--- src/rtl/button_cmd_arbiter_if.sv ---
// Handshake bundle between the pushbutton arbiter (master) and the processor control unit (slave).
// Carries the raw button levels in and the command offer, busy flag and pending mask out.
interface button_cmd_arbiter_if #(
    parameter int N_BTN = 4
);
    localparam int IDW = (N_BTN > 1) ? $clog2(N_BTN) : 1;

    logic [N_BTN-1:0] btn;
    logic             cmd_ready;
    logic             done;
    logic             cmd_valid;
    logic [IDW-1:0]   cmd_id;
    logic             busy;
    logic [N_BTN-1:0] pending;

    modport master (
        input  btn, cmd_ready, done,
        output cmd_valid, cmd_id, busy, pending
    );

    modport slave (
        output btn, cmd_ready, done,
        input  cmd_valid, cmd_id, busy, pending
    );
endinterface

--- src/rtl/button_cmd_arbiter.sv ---
// Debounces synchronized pushbuttons, latches presses as pending requests and issues them one at a
// time by fixed priority (bit 0 highest). Macro SIM_FAST_DEBOUNCE_EN shrinks the debounce time to 2 cycles.
module button_cmd_arbiter #(
    parameter int N_BTN      = 4,
    parameter int DEB_CYCLES = 250000
) (
    input  logic                 clk,
    input  logic                 rst,
    button_cmd_arbiter_if.master arb_if
);
    localparam int IDW = (N_BTN > 1) ? $clog2(N_BTN) : 1;
`ifdef SIM_FAST_DEBOUNCE_EN
    localparam int T  = 2;
    localparam int CW = 1;
`else
    localparam int T  = DEB_CYCLES;
    localparam int CW = $clog2(DEB_CYCLES + 1);
`endif
    localparam logic [CW-1:0] CNT_LAST = CW'(T - 1);

    typedef enum logic [1:0] {IDLE, OFFER, WAIT} state_t;

    logic [CW-1:0]    cnt_q [N_BTN];
    logic [CW-1:0]    cnt_d [N_BTN];
    logic [N_BTN-1:0] stable_q, stable_d;
    logic [N_BTN-1:0] pending_q, pending_d;
    logic [N_BTN-1:0] rise, clr;
    logic [IDW-1:0]   first_idx;
    logic             handshake;

    state_t           state_q;
    logic             cmd_valid_q;
    logic [IDW-1:0]   cmd_id_q;
    logic             busy_q;

    // A level is accepted only after it has differed from the stable level for T consecutive cycles
    always_comb begin
        for (int i = 0; i < N_BTN; i++) begin
            cnt_d[i]    = cnt_q[i];
            stable_d[i] = stable_q[i];
            if (arb_if.btn[i] != stable_q[i]) begin
                if (cnt_q[i] == CNT_LAST) begin
                    stable_d[i] = arb_if.btn[i];
                    cnt_d[i]    = '0;
                end else begin
                    cnt_d[i] = cnt_q[i] + CW'(1);
                end
            end else begin
                cnt_d[i] = '0;
            end
        end
        rise = stable_d & ~stable_q;
    end

    // A press landing on the handshake edge of its own index is kept, so it gets served again
    always_comb begin
        handshake = (state_q == OFFER) && arb_if.cmd_ready;
        clr       = handshake ? (N_BTN'(1) << cmd_id_q) : '0;
        pending_d = (pending_q & ~clr) | rise;
        first_idx = '0;
        for (int i = N_BTN - 1; i >= 0; i--) begin
            if (pending_q[i]) begin
                first_idx = IDW'(i);
            end
        end
    end

    always_ff @(posedge clk or posedge rst) begin
        if (rst) begin
            for (int i = 0; i < N_BTN; i++) begin
                cnt_q[i] <= '0;
            end
            stable_q  <= '0;
            pending_q <= '0;
        end else begin
            for (int i = 0; i < N_BTN; i++) begin
                cnt_q[i] <= cnt_d[i];
            end
            stable_q  <= stable_d;
            pending_q <= pending_d;
        end
    end

    // Non-preemptive: the index is latched once in IDLE and held until the processor reports done
    always_ff @(posedge clk or posedge rst) begin
        if (rst) begin
            state_q     <= IDLE;
            cmd_valid_q <= 1'b0;
            cmd_id_q    <= '0;
            busy_q      <= 1'b0;
        end else begin
            case (state_q)
                IDLE: begin
                    if (|pending_q) begin
                        state_q     <= OFFER;
                        cmd_id_q    <= first_idx;
                        cmd_valid_q <= 1'b1;
                        busy_q      <= 1'b1;
                    end
                end
                OFFER: begin
                    if (arb_if.cmd_ready) begin
                        state_q     <= WAIT;
                        cmd_valid_q <= 1'b0;
                    end
                end
                WAIT: begin
                    if (arb_if.done) begin
                        state_q <= IDLE;
                        busy_q  <= 1'b0;
                    end
                end
                default: begin
                    state_q     <= IDLE;
                    cmd_valid_q <= 1'b0;
                    busy_q      <= 1'b0;
                end
            endcase
        end
    end

    assign arb_if.cmd_valid = cmd_valid_q;
    assign arb_if.cmd_id    = cmd_id_q;
    assign arb_if.busy      = busy_q;
    assign arb_if.pending   = pending_q;
endmodule

--- src/flat_wrapper.sv ---
// flat-port wrapper written by rule: the top's interface ports become plain ports
module button_cmd_arbiter_flat 
#(
    parameter int N_BTN      = 4,
    parameter int DEB_CYCLES = 250000
)
  (clk, rst, arb_if_btn, arb_if_cmd_ready, arb_if_done, arb_if_cmd_valid, arb_if_cmd_id, arb_if_busy, arb_if_pending);
  button_cmd_arbiter_if #(.N_BTN(N_BTN)) arb_if_i ();
  input  logic clk;
  input  logic rst;
  input wire logic [$bits(arb_if_i.btn)-1:0] arb_if_btn;
  input wire logic [$bits(arb_if_i.cmd_ready)-1:0] arb_if_cmd_ready;
  input wire logic [$bits(arb_if_i.done)-1:0] arb_if_done;
  output wire logic [$bits(arb_if_i.cmd_valid)-1:0] arb_if_cmd_valid;
  output wire logic [$bits(arb_if_i.cmd_id)-1:0] arb_if_cmd_id;
  output wire logic [$bits(arb_if_i.busy)-1:0] arb_if_busy;
  output wire logic [$bits(arb_if_i.pending)-1:0] arb_if_pending;
  assign arb_if_i.btn = arb_if_btn;
  assign arb_if_i.cmd_ready = arb_if_cmd_ready;
  assign arb_if_i.done = arb_if_done;
  assign arb_if_cmd_valid = arb_if_i.cmd_valid;
  assign arb_if_cmd_id = arb_if_i.cmd_id;
  assign arb_if_busy = arb_if_i.busy;
  assign arb_if_pending = arb_if_i.pending;
  button_cmd_arbiter #(.N_BTN(N_BTN), .DEB_CYCLES(DEB_CYCLES)) u_core (.clk(clk), .rst(rst), .arb_if(arb_if_i));
endmodule
--- config.mk ---
export PLATFORM = sky130hd
export DESIGN_NAME = button_cmd_arbiter_flat
export DESIGN_NICKNAME = d
export VERILOG_FILES = /design/src/rtl/button_cmd_arbiter_if.sv /design/src/rtl/button_cmd_arbiter.sv /design/src/flat_wrapper.sv
export SDC_FILE = /design/constraint.sdc
export NUM_CORES = 1
export LEC_CHECK = 0
export BUFFER_PORTS_ARGS = -buffer_cell sky130_fd_sc_hd__buf_2
export CAP_MARGIN = 20
export CORE_MARGIN = 10
export CORE_UTILIZATION = 50
export CTS_BUF_LIST = sky130_fd_sc_hd__clkbuf_16
export CTS_CLUSTER_SIZE = 12
export DETAILED_ROUTE_END_ITERATION = 8
export PLACE_DENSITY = 0.75
export SYNTH_ARGS = -nofsm -noshare
export SYNTH_HDL_FRONTEND = slang
export SYNTH_SLANG_ARGS = --single-unit
--- constraint.sdc ---
create_clock -name clk -period 5.3 [get_ports clk]
set_clock_uncertainty 0.1 [all_clocks]
set_input_delay 1.06 -clock clk [delete_from_list [all_inputs] [get_ports clk]]
set_output_delay 1.06 -clock clk [all_outputs]
set_load 0.02 [all_outputs]
==> reports/summary.md, run 1 <==
• **WL final** 8180 microns
• **half-perimeter wire length after placement** 5520 microns
• **clock edge transition at the registers on the reported setup and hold paths** 60 ps
• **pin count of the biggest net entering global routing** 57
• **First DRT Iteration DRCs** 136
• **global-route wire length before repair** 13900 microns
• **startpoint kind of the worst setup timing path** flip-flop
• **initial core utilization** 51.9%
• **NumNets Final** 464
• **Synth Area per Inst** 9.90 sq um
• **sinks on the clock net** 86
• **number of setup violations in the final report** 0
• **Required @ worst endpoint** 5370 ps
• **remaining routing DRC violations** 0
• **total count of max-transition violations in the final report** 0
• **commonest cells in the synthesized netlist** sky130_fd_sc_hd__dfrtp_1, sky130_fd_sc_hd__nor2_1, sky130_fd_sc_hd__xnor2_1
• **terminus of the critical flop-to-flop path** u_core.cnt_q[22]$_DFF_PP0_
• **FF+latch area** 2150 sq um
• **net count after synthesis** 447
• **number of max-cap violations** 0
• **buffer count from post-CTS setup fixing** 0
• **Pleak** 1.97 nW
• **Crit Path Max Fanout** 18
• **number of synthesized flops with an enable pin** 0
• **critical setup path kind** flip-flop to flip-flop
• **fraction of synthesized cell area taken by the top area cell type** 50.0%
• **clock buffer count from CTS** 9
• **arrival time reported for the critical path endpoint** 2400 ps
• **clock tree buffer depth** 2
• **count of state elements after synthesis** 86
• **total of hold buffers inserted after clock tree synthesis** 0
• **Layout Cell Area excl Fill** 4770 sq um
• **leading cell type by number of instances after synthesis** sky130_fd_sc_hd__dfrtp_1
• **Peak supply drop** 140 uV
• **total number of H-tree levels** 3
• **primary flip-flop cell chosen by synthesis mapping** sky130_fd_sc_hd__dfrtp_1
• **initial antenna violation count** 0
• **router iterations before antenna repair** 4
• **post-synth design cell area** 4310 sq um
• **Die Outline Area** 12700 sq um
• **worst flop-to-flop path startpoint** u_core.cnt_q[18]$_DFF_PP0_
• **Placed Instance Area** 4470 sq um
• **Yosys Warn Count** 0
• **total of buffers placed on input and output ports** 15
• **endpoint class of the critical path** flip-flop
• **global route overflow** 0
• **remaining antenna violation count** 0
• **CTS-repair resized insts** 0
• **Seq/Total Area, Yosys** 50.0%
• **cell type with the highest aggregate area in the netlist** sky130_fd_sc_hd__dfrtp_1
• **setup repair after global routing missed its margin** false
• **Post-Synthesis Cells** 435
• **I/O pin total** 16
• **power density cells** 279 nW/um^2
• **number of standard-cell rows in the floorplan** 33
• **clock network latency to the later pin of the worst-skew pair** 330 ps
• **fmax** 430 MHz
• **largest cells by area after synthesis** sky130_fd_sc_hd__dfrtp_1, sky130_fd_sc_hd__xnor2_1, sky130_fd_sc_hd__nor2_1
• **type of the worst min-delay path** flip-flop to flip-flop
• **Reg2Reg Depth** 4
• **final hold violations** 0
• **routability-driven placement congestion ratio** 0.836
• **post-layout min period** 2330 ps
• **Total Routing Usage GR** 13.0%
• **per-cell via count in the routed design** 5.66
• **clock tree from TritonCTS** yes
• **combined area of the multi-input logic cells** 2040 sq um
• **result of the run** completed
• **fillers** 670
• **via count of the first global-routing pass** 3094
• **Chip Width** 113 microns
• **number of different library cells in the post-synthesis netlist** 38
• **layout overhead on the synthesized area** 10.8%
• **Avg WL per Cell** 14.6 microns
• **area of the core** 8300 sq um
• **PnR worst setup slack** 2970 ps
• **Post-synth ARST share** 100%
• **transition at the pin with the smallest max-transition slack** 962 ps
• **clock root buffer** sky130_fd_sc_hd__clkbuf_16
• **Critical path origin** u_core.cnt_q[18]$_DFF_PP0_
• **Final TNS setup** 0 ps
• **floorplan die height** 113 microns
• **setup slack at placement** 2940 ps
• **Max-Slew Margin vs Limit** 35.7%
• **period utilization** 43.9%
• **setup slack of the worst register-to-register path** 2970 ps
• **detailed-route via count** 3176
• **Total Power** 1.33 mW
• **ratio of cells with drive above 1 in the final layout** 9.65%
• **Critical Path Sink** u_core.cnt_q[22]$_DFF_PP0_
• **Antenna diodes** 0
==> registers in the layout, summed over array words and instances, names as in the netlist <==
name,flops
u_core.state_q,2
u_core.arb_if.busy,1
u_core.stable_q,4
u_core.arb_if.pending,4
u_core.cnt_q,72
u_core.arb_if.cmd_valid,1
u_core.arb_if.cmd_id,2
==> metrics by stage <==
| stage | hold slack [ps] | instances | util [%] |
|---|---|---|---|
| after floorplan | 347 | 435 | - |
| after global placement | 359 | 545 | 53.9 |
| after detailed placement | 383 | 545 | 53.9 |
| after CTS | 390 | 560 | 57.2 |
| after global routing | 412 | 561 | 57.5 |
| final | 387 | 561 | 57.5 |
==> where the power goes <==
group | total [mW] | internal, mW | switching, mW
clock | 0.596 | 0.358 | 0.238
combinational | 0.0555 | 0.0183 | 0.0373
sequential | 0.678 | 0.667 | 0.0118
==> area by class of cell <==
class	count	share of cell area, %
Sequential cell	86	45.1
Multi-Input combinational cell	321	42.7
Clock buffer	9	4.72
Tap cell	105	2.75
Timing Repair Buffer	17	2.15
Inverter	17	1.36
Clock inverter	6	1.18
==> worst max-delay path: stages (launching register included) <==
cell	delay (ps)
sky130_fd_sc_hd__dfrtp_1	390
sky130_fd_sc_hd__ha_1	360
sky130_fd_sc_hd__nand3_1	240
sky130_fd_sc_hd__o41ai_4	930
sky130_fd_sc_hd__nor2_1	140
==> layer usage <==
layer  GRT usage, %  routed length (microns)
met3           3.86                      385
met5              0                        0
met1           15.6                     3800
met2           21.2                     3890
met4           5.41                      106
==> worst min-delay path by stage <==
stage	startpoint	to	slack, ps	cells past startpoint
2_1_floorplan	u_core.cnt_q[18]$_DFF_PP0_	u_core.cnt_q[18]$_DFF_PP0_	350	1
3_3_place_gp	u_core.cnt_q[18]$_DFF_PP0_	u_core.cnt_q[18]$_DFF_PP0_	360	1
3_5_place_dp	u_core.cnt_q[18]$_DFF_PP0_	u_core.cnt_q[18]$_DFF_PP0_	380	1
4_1_cts	u_core.cnt_q[18]$_DFF_PP0_	u_core.cnt_q[18]$_DFF_PP0_	390	1
5_1_grt	u_core.cnt_q[18]$_DFF_PP0_	u_core.cnt_q[18]$_DFF_PP0_	410	1
6_report	u_core.cnt_q[54]$_DFF_PP0_	u_core.cnt_q[54]$_DFF_PP0_	390	1
==> logic make-up (layout without fill, tap and decap cells) <==
kind of cell	count (synthesis)	in the layout	share of synthesized area (%)
and+or+nand+nor	220	220	26.1
buffers and inverters	28	49	2.70
muxes	4	4	1.05
DFF	86	86	50.0
adders and majority gates	4	4	1.16
xor gates and xnor gates	59	59	12.0
AOI/OAI and AO/OA	34	34	6.97
==> cells in the final DEF (no fill, tap or decap), drive strengths merged, types with 3 or more instances in the layout <==
cell    count
clkbuf      9
clkinv      4
nand4      23
a21oi      11
a32o        3
or3         7
nor2       78
o41ai       4
nor3       14
nand3      28
ha          4
and4        4
nor4       21
xor2       21
o21ai       8
buf        17
nand2      22
dfrtp      86
mux2        4
nor4b       5
xnor2      38
or4         7
inv        18
Power figures use the tool's default switching activity.
==> run 2, diff against run 1 <==
Clock period 5.3 ns to 2.21 ns, I/O delays scaled along.
==> reports/summary.md, run 2 (same netlist as run 1, synthesis figures left out) <==
• **startpoint kind of the worst setup timing path** flip-flop
• **area of the core** 8300 sq um, unchanged
• **worst flop-to-flop path startpoint** u_core.cnt_q[60]$_DFF_PP0_
• **stage delay of the slowest cell on the critical path** 450 ps, -480 ps
• **Die Outline Area** 12700 sq um, unchanged
• **WHS** 100 ps, -287 ps
• **ratio of cells with drive above 1 in the final layout** 13.3%, +3.6 points
• **sequential power share** 50.5%, -0.5 points
• **NumNets Final** 481, +3.7%
• **final hold violations** 0, unchanged
• **Avg WL per Cell** 15.2 microns, +4.3%
• **clock share of power** 44.8%, about the same
• **period utilization** 92.4%, +48 points
• **number of max-cap violations** 0, unchanged
• **fmax** 490 MHz, +14%
• **critical setup path kind** flip-flop to flip-flop
• **transition at the pin with the smallest max-transition slack** 678 ps, -283 ps
• **max FFs per register** 72, unchanged
• **arrival time reported for the critical path endpoint** 2160 ps, -240 ps
• **global-route wire length before repair** 15200 microns, +9.8%
• **commonest non-fill, non-tap cell in the layout** sky130_fd_sc_hd__dfrtp_1
• **Reg2Reg Depth** 4, unchanged
• **type of the worst min-delay path** input pin to async pin
• **Pleak** 2.03 nW, +3.4%
• **power spent charging and discharging nets** 786 uW, +170%
• **register ranked first by flip-flop count** u_core.cnt_q
• **Critical Path Sink** u_core.stable_q[0]$_DFF_PP0_
• **clock network latency to the later pin of the worst-skew pair** 340 ps, about the same
• **detailed-route via count** 3317, +4.4%
• **remaining antenna violation count** 0, unchanged
• **remaining routing DRC violations** 0, unchanged
• **total count of max-transition violations in the final report** 0, unchanged
• **power density cells** 655 nW/um^2, +140%
• **number of buffer and inverter instances along the worst setup path** 0, unchanged
• **Total Routing Usage GR** 14.1%, +1.1 points
• **First DRT Iteration DRCs** 175, +29%
• **buffer count from post-CTS setup fixing** 0, unchanged
• **layout overhead on the synthesized area** 14.1%
• **routability-driven placement congestion ratio** 0.850, +1.7%
• **initial antenna violation count** 0, unchanged
• **setup slack of the worst register-to-register path** 170 ps, -2800 ps
• **pin count of the biggest net entering global routing** 31, -46%
• **ordered cell list for the critical path** nor4b_1 > nand4_1 > nor4_1 > mux2_2
• **Critical path origin** u_core.cnt_q[60]$_DFF_PP0_
• **total of hold buffers inserted after clock tree synthesis** 0, unchanged
• **floorplan die height** 113 microns, unchanged
• **Antenna diodes** 0, unchanged
• **CP top delay family** simple AND/OR/NAND/NOR gates
• **clock root buffer** sky130_fd_sc_hd__clkbuf_16
• **via count of the first global-routing pass** 3340, +8.0%
• **half-perimeter wire length after placement** 6360 microns, +15%
• **number of standard-cell rows in the floorplan** 33, unchanged
• **CP max-delay cell** sky130_fd_sc_hd__dfrtp_1
• **Required @ worst endpoint** 2330 ps, -3040 ps
• **Crit Path Max Fanout** 6, -12
• **WL final** 8810 microns, +7.7%
• **clock edge transition at the registers on the reported setup and hold paths** 70 ps, about the same
• **Peak supply drop** 361 uV, +160%
• **clock tree from TritonCTS** yes
• **total of buffers placed on input and output ports** 15, unchanged
• **clock buffer count from CTS** 9, unchanged
• **CTS-repair resized insts** 0, unchanged
• **setup repair after global routing missed its margin** false
• **leading cell types in the layout, fill and taps excluded** sky130_fd_sc_hd__dfrtp_1, sky130_fd_sc_hd__nor2_1, sky130_fd_sc_hd__xnor2_1
• **Logic pwr share** 4.7%, +0.5 points
• **result of the run** completed
• **sinks on the clock net** 86, unchanged
• **initial core utilization** 51.9%, unchanged
• **terminus of the critical flop-to-flop path** u_core.stable_q[0]$_DFF_PP0_
• **per-cell via count in the routed design** 5.73, +1.2%
• **router iterations before antenna repair** 5, +1
• **Chip Width** 113 microns, unchanged
• **post-layout min period** 2040 ps, -286 ps
• **number of setup violations in the final report** 0, unchanged
• **total number of H-tree levels** 3, unchanged
• **global route overflow** 0, unchanged
• **endpoint class of the critical path** flip-flop
• **clock tree buffer depth** 2, unchanged
• **Max-Slew Margin vs Limit** 54.7%, +19 points
• **I/O pin total** 16, unchanged
• **Final TNS setup** 0 ps, unchanged
• **P_int** 2.43 mW, +130%
• **fillers** 722, +7.8%
• **switching share of total power** 24.4%, +2.8 points
• **number of logic stages on the critical path including buffering** 4, unchanged
run 2: cell types whose count changed in the layout (fill, tap and decap cells not counted):
cell | previous run | this run
sky130_fd_sc_hd__buf_4 | 1 | 17
sky130_fd_sc_hd__clkinv_2 | 3 | 0
sky130_fd_sc_hd__clkinvlp_4 | 0 | 2
sky130_fd_sc_hd__inv_1 | 18 | 16
sky130_fd_sc_hd__inv_6 | 0 | 2
sky130_fd_sc_hd__buf_12 | 1 | 2
sky130_fd_sc_hd__bufinv_16 | 1 | 0
sky130_fd_sc_hd__clkinv_1 | 0 | 1
sky130_fd_sc_hd__clkinv_4 | 1 | 2
sky130_fd_sc_hd__inv_8 | 0 | 1
run 2: worst register-to-register path: cells and delay by family (launching register included):
kind	cells	cell delay [ps]
DFF	1	450
muxes	1	380
and+or+nand+nor	3	1000
run 2: power by group through the flow:
stage               clock network (mW)  logic [mW]  registers, mW
floorplan                            0      0.0980           1.65
global placement                     0       0.150           1.65
detailed placement                   0       0.157           1.66
CTS                               1.48       0.157           1.62
global route                      1.54       0.174           1.63
finish                            1.44       0.153           1.63
run 2: area by class of cell:
class	instances	area, sq um	share of cell area [%]
Clock buffer	9	225	4.58
Clock inverter	7	57.6	1.17
Inverter	17	67.6	1.37
Multi-Input combinational cell	321	2040	41.5
Sequential cell	86	2150	43.8
Tap cell	105	131	2.67
Timing Repair Buffer	34	243	4.94
run 2: per-stage QoR:
| stage | std cells | power (mW) | setup WS [ps] | instance area (sq um) | utilization (%) |
|---|---|---|---|---|---|
| after floorplan | 435 | 1.75 | 261 | 4310 | - |
| after global placement | 563 | 1.80 | 222 | 4630 | 55.8 |
| after detailed placement | 563 | 1.81 | 144 | 4630 | 55.8 |
| after CTS | 579 | 3.26 | 125 | 4910 | 59.2 |
| after global routing | 579 | 3.35 | 65.9 | 4910 | 59.2 |
| final | 579 | 3.22 | 168 | 4910 | 59.2 |
run 2: metal layers:
layer  GRT usage, %  vias up  wire length, microns
li1               -     1605                     -
met4           4.91        0                   119
met2           23.8       30                  4420
met1           17.2     1671                  4040
met5              0        -                     0
met3           3.17       11                   234
run 2: how the worst min path moves through the flow:
stage | start | cells past startpoint | slack (ps) | endpoint
finish | rst | 2 | 100 | u_core.cnt_q[41]$_DFF_PP0_
global route | rst | 2 | 150 | u_core.cnt_q[50]$_DFF_PP0_
CTS | rst | 2 | 120 | u_core.cnt_q[50]$_DFF_PP0_
detailed placement | u_core.cnt_q[18]$_DFF_PP0_ | 1 | 370 | u_core.cnt_q[18]$_DFF_PP0_
global placement | u_core.cnt_q[18]$_DFF_PP0_ | 1 | 360 | u_core.cnt_q[18]$_DFF_PP0_
floorplan | u_core.cnt_q[18]$_DFF_PP0_ | 1 | 350 | u_core.cnt_q[18]$_DFF_PP0_
==> run 3, diff against run 2 <==
Clock period 2.21 ns to 2.33 ns, I/O delays scaled along.
==> reports/summary.md, run 3 (same netlist as run 1, synthesis figures left out) <==
• **layout overhead on the synthesized area** 13.5%
• **routability-driven placement congestion ratio** 0.817, -4.0%
• **clock buffer count from CTS** 9, unchanged
• **setup repair after global routing missed its margin** false
• **endpoint class of the critical path** flip-flop
• **detailed-route via count** 3263, -1.6%
• **First DRT Iteration DRCs** 183, +4.6%
• **area of the core** 8300 sq um, unchanged
• **Max-Slew Margin vs Limit** 69.2%, +14 points
• **remaining antenna violation count** 0, unchanged
• **transition at the pin with the smallest max-transition slack** 461 ps, -218 ps
• **number of max-cap violations** 0, unchanged
• **sinks on the clock net** 86, unchanged
• **NumNets Final** 475, -1.2%
• **floorplan die height** 113 microns, unchanged
• **ratio of cells with drive above 1 in the final layout** 12.0%, -1.3 points
• **stage delay of the slowest cell on the critical path** 580 ps, +130 ps
• **startpoint kind of the worst setup timing path** flip-flop
• **pin count of the biggest net entering global routing** 70, +130%
• **I/O pin total** 16, unchanged
• **register ranked first by flip-flop count** u_core.cnt_q
• **ordered cell list for the critical path** or4_4 > o41ai_4 > buf_4 > nor2_1
• **Total Routing Usage GR** 13.6%, -0.47 points
• **Chip Width** 113 microns, unchanged
• **clock tree buffer depth** 2, unchanged
• **buffer count from post-CTS setup fixing** 0, unchanged
• **final hold violations** 0, unchanged
• **Pleak** 2.03 nW, -0.48%
• **initial core utilization** 51.9%, unchanged
• **global-route wire length before repair** 14800 microns, -3.1%
• **via count of the first global-routing pass** 3193, -4.4%
• **number of setup violations in the final report** 0, unchanged
• **clock tree from TritonCTS** yes
• **total number of H-tree levels** 3, unchanged
• **arrival time reported for the critical path endpoint** 2150 ps, about the same
• **global route overflow** 0, unchanged
• **clock edge transition at the registers on the reported setup and hold paths** 60 ps, about the same
• **clock network latency to the later pin of the worst-skew pair** 340 ps, about the same
• **WL final** 8460 microns, -3.9%
• **Avg WL per Cell** 14.8 microns, -2.9%
• **number of standard-cell rows in the floorplan** 33, unchanged
• **Total Power** 3.19 mW, -0.95%
• **remaining routing DRC violations** 0, unchanged
• **fmax** 493 MHz, +0.56%
• **setup slack at placement** 308 ps, +164 ps
• **Final TNS setup** 0 ps, unchanged
• **critical setup path kind** flip-flop to flip-flop
• **router iterations before antenna repair** 4, -1
• **Antenna diodes** 0, unchanged
• **half-perimeter wire length after placement** 5840 microns, -8.2%
• **type of the worst min-delay path** input pin to async pin
• **result of the run** completed
• **period utilization** 87.1%, -5.2 points
• **Die Outline Area** 12700 sq um, unchanged
• **share of the core filled with cells in the final layout** 58.9%, -0.32 points
• **clock root buffer** sky130_fd_sc_hd__clkbuf_16
• **leading cell types in the layout, fill and taps excluded** sky130_fd_sc_hd__dfrtp_1, sky130_fd_sc_hd__nor2_1, sky130_fd_sc_hd__xnor2_1
• **WHS** 24.9 ps, -75.3 ps
• **Required @ worst endpoint** 2450 ps, +120 ps
• **max FFs per register** 72, unchanged
• **initial antenna violation count** 0, unchanged
• **total count of max-transition violations in the final report** 0, unchanged
• **post-layout min period** 2030 ps, -11.4 ps
• **total of hold buffers inserted after clock tree synthesis** 0, unchanged
• **per-cell via count in the routed design** 5.69, -0.60%
• **CTS-repair resized insts** 0, unchanged
• **commonest non-fill, non-tap cell in the layout** sky130_fd_sc_hd__dfrtp_1
• **total of buffers placed on input and output ports** 15, unchanged
• **PnR worst setup slack** 300 ps, +131 ps
• **Crit Path Max Fanout** 9, +3
• **power density cells** 652 nW/um^2, -0.42%
• **CP max-delay cell** sky130_fd_sc_hd__or4_4
• **Peak supply drop** 357 uV, -1.3%
==> run 3: power by group <==
group / total (mW) / internal, mW / switching [mW]
logic: 0.136 / 0.0491 / 0.0871
registers: 1.54 / 1.52 / 0.0266
clock network: 1.51 / 0.933 / 0.577
total: 3.19 / 2.50 / 0.691
==> run 3: final timing paths <==
| path | from | end | slack (ps) | depth (start not counted) |
|---|---|---|---|---|
| worst max-delay path | u_core.cnt_q[11]$_DFF_PP0_ | u_core.cnt_q[8]$_DFF_PP0_ | 300 | 4 |
| worst min register to register | u_core.cnt_q[18]$_DFF_PP0_ | u_core.cnt_q[18]$_DFF_PP0_ | 380 | 1 |
| min in group clk | arb_if_cmd_ready | u_core.state_q[0]$_DFFE_PP0P_ | 260 | 2 |
| worst max register to register | u_core.cnt_q[11]$_DFF_PP0_ | u_core.cnt_q[8]$_DFF_PP0_ | 300 | 4 |
| max in group asynchronous | rst | u_core.cnt_q[58]$_DFF_PP0_ | 1440 | 3 |
| worst min-delay path | rst | u_core.cnt_q[53]$_DFF_PP0_ | 20 | 2 |
==> run 3: area by class of cell <==
class | count | area [sq um]
Clock inverter | 7 | 88.8
Multi-Input combinational cell | 321 | 2040
Fill cell | 673 | 3410
Timing Repair Buffer | 28 | 185
Sequential cell | 86 | 2150
Inverter | 17 | 67.6
Tap cell | 105 | 131
Clock buffer | 9 | 225
==> run 3: critical path, delay by kind of cell, from the launching register on <==
family / cells / cell delay [ps]
AO/OA/AOI/OAI: 1 / 510
buffers and inverters: 1 / 240
AND/OR/NAND/NOR: 2 / 630
flip-flops: 1 / 430
==> run 3: per-layer routing <==
metal | part of all wire, % | global-route usage (%) | vias up | wire, microns
met5 | 0 | 0 | - | 0
met1 | 47 | 16.8 | 1598 | 3960
li1 | - | - | 1597 | -
met2 | 49 | 22.9 | 64 | 4150
met4 | 0.45 | 2.71 | 0 | 38
met3 | 3.7 | 4.07 | 4 | 309
==> run 3: stage by stage <==
step	instance area, sq um	cells
3_5_place_dp	4570	557
2_1_floorplan	4310	435
6_report	4890	573
5_1_grt	4890	573
3_3_place_gp	4570	557
4_1_cts	4890	573
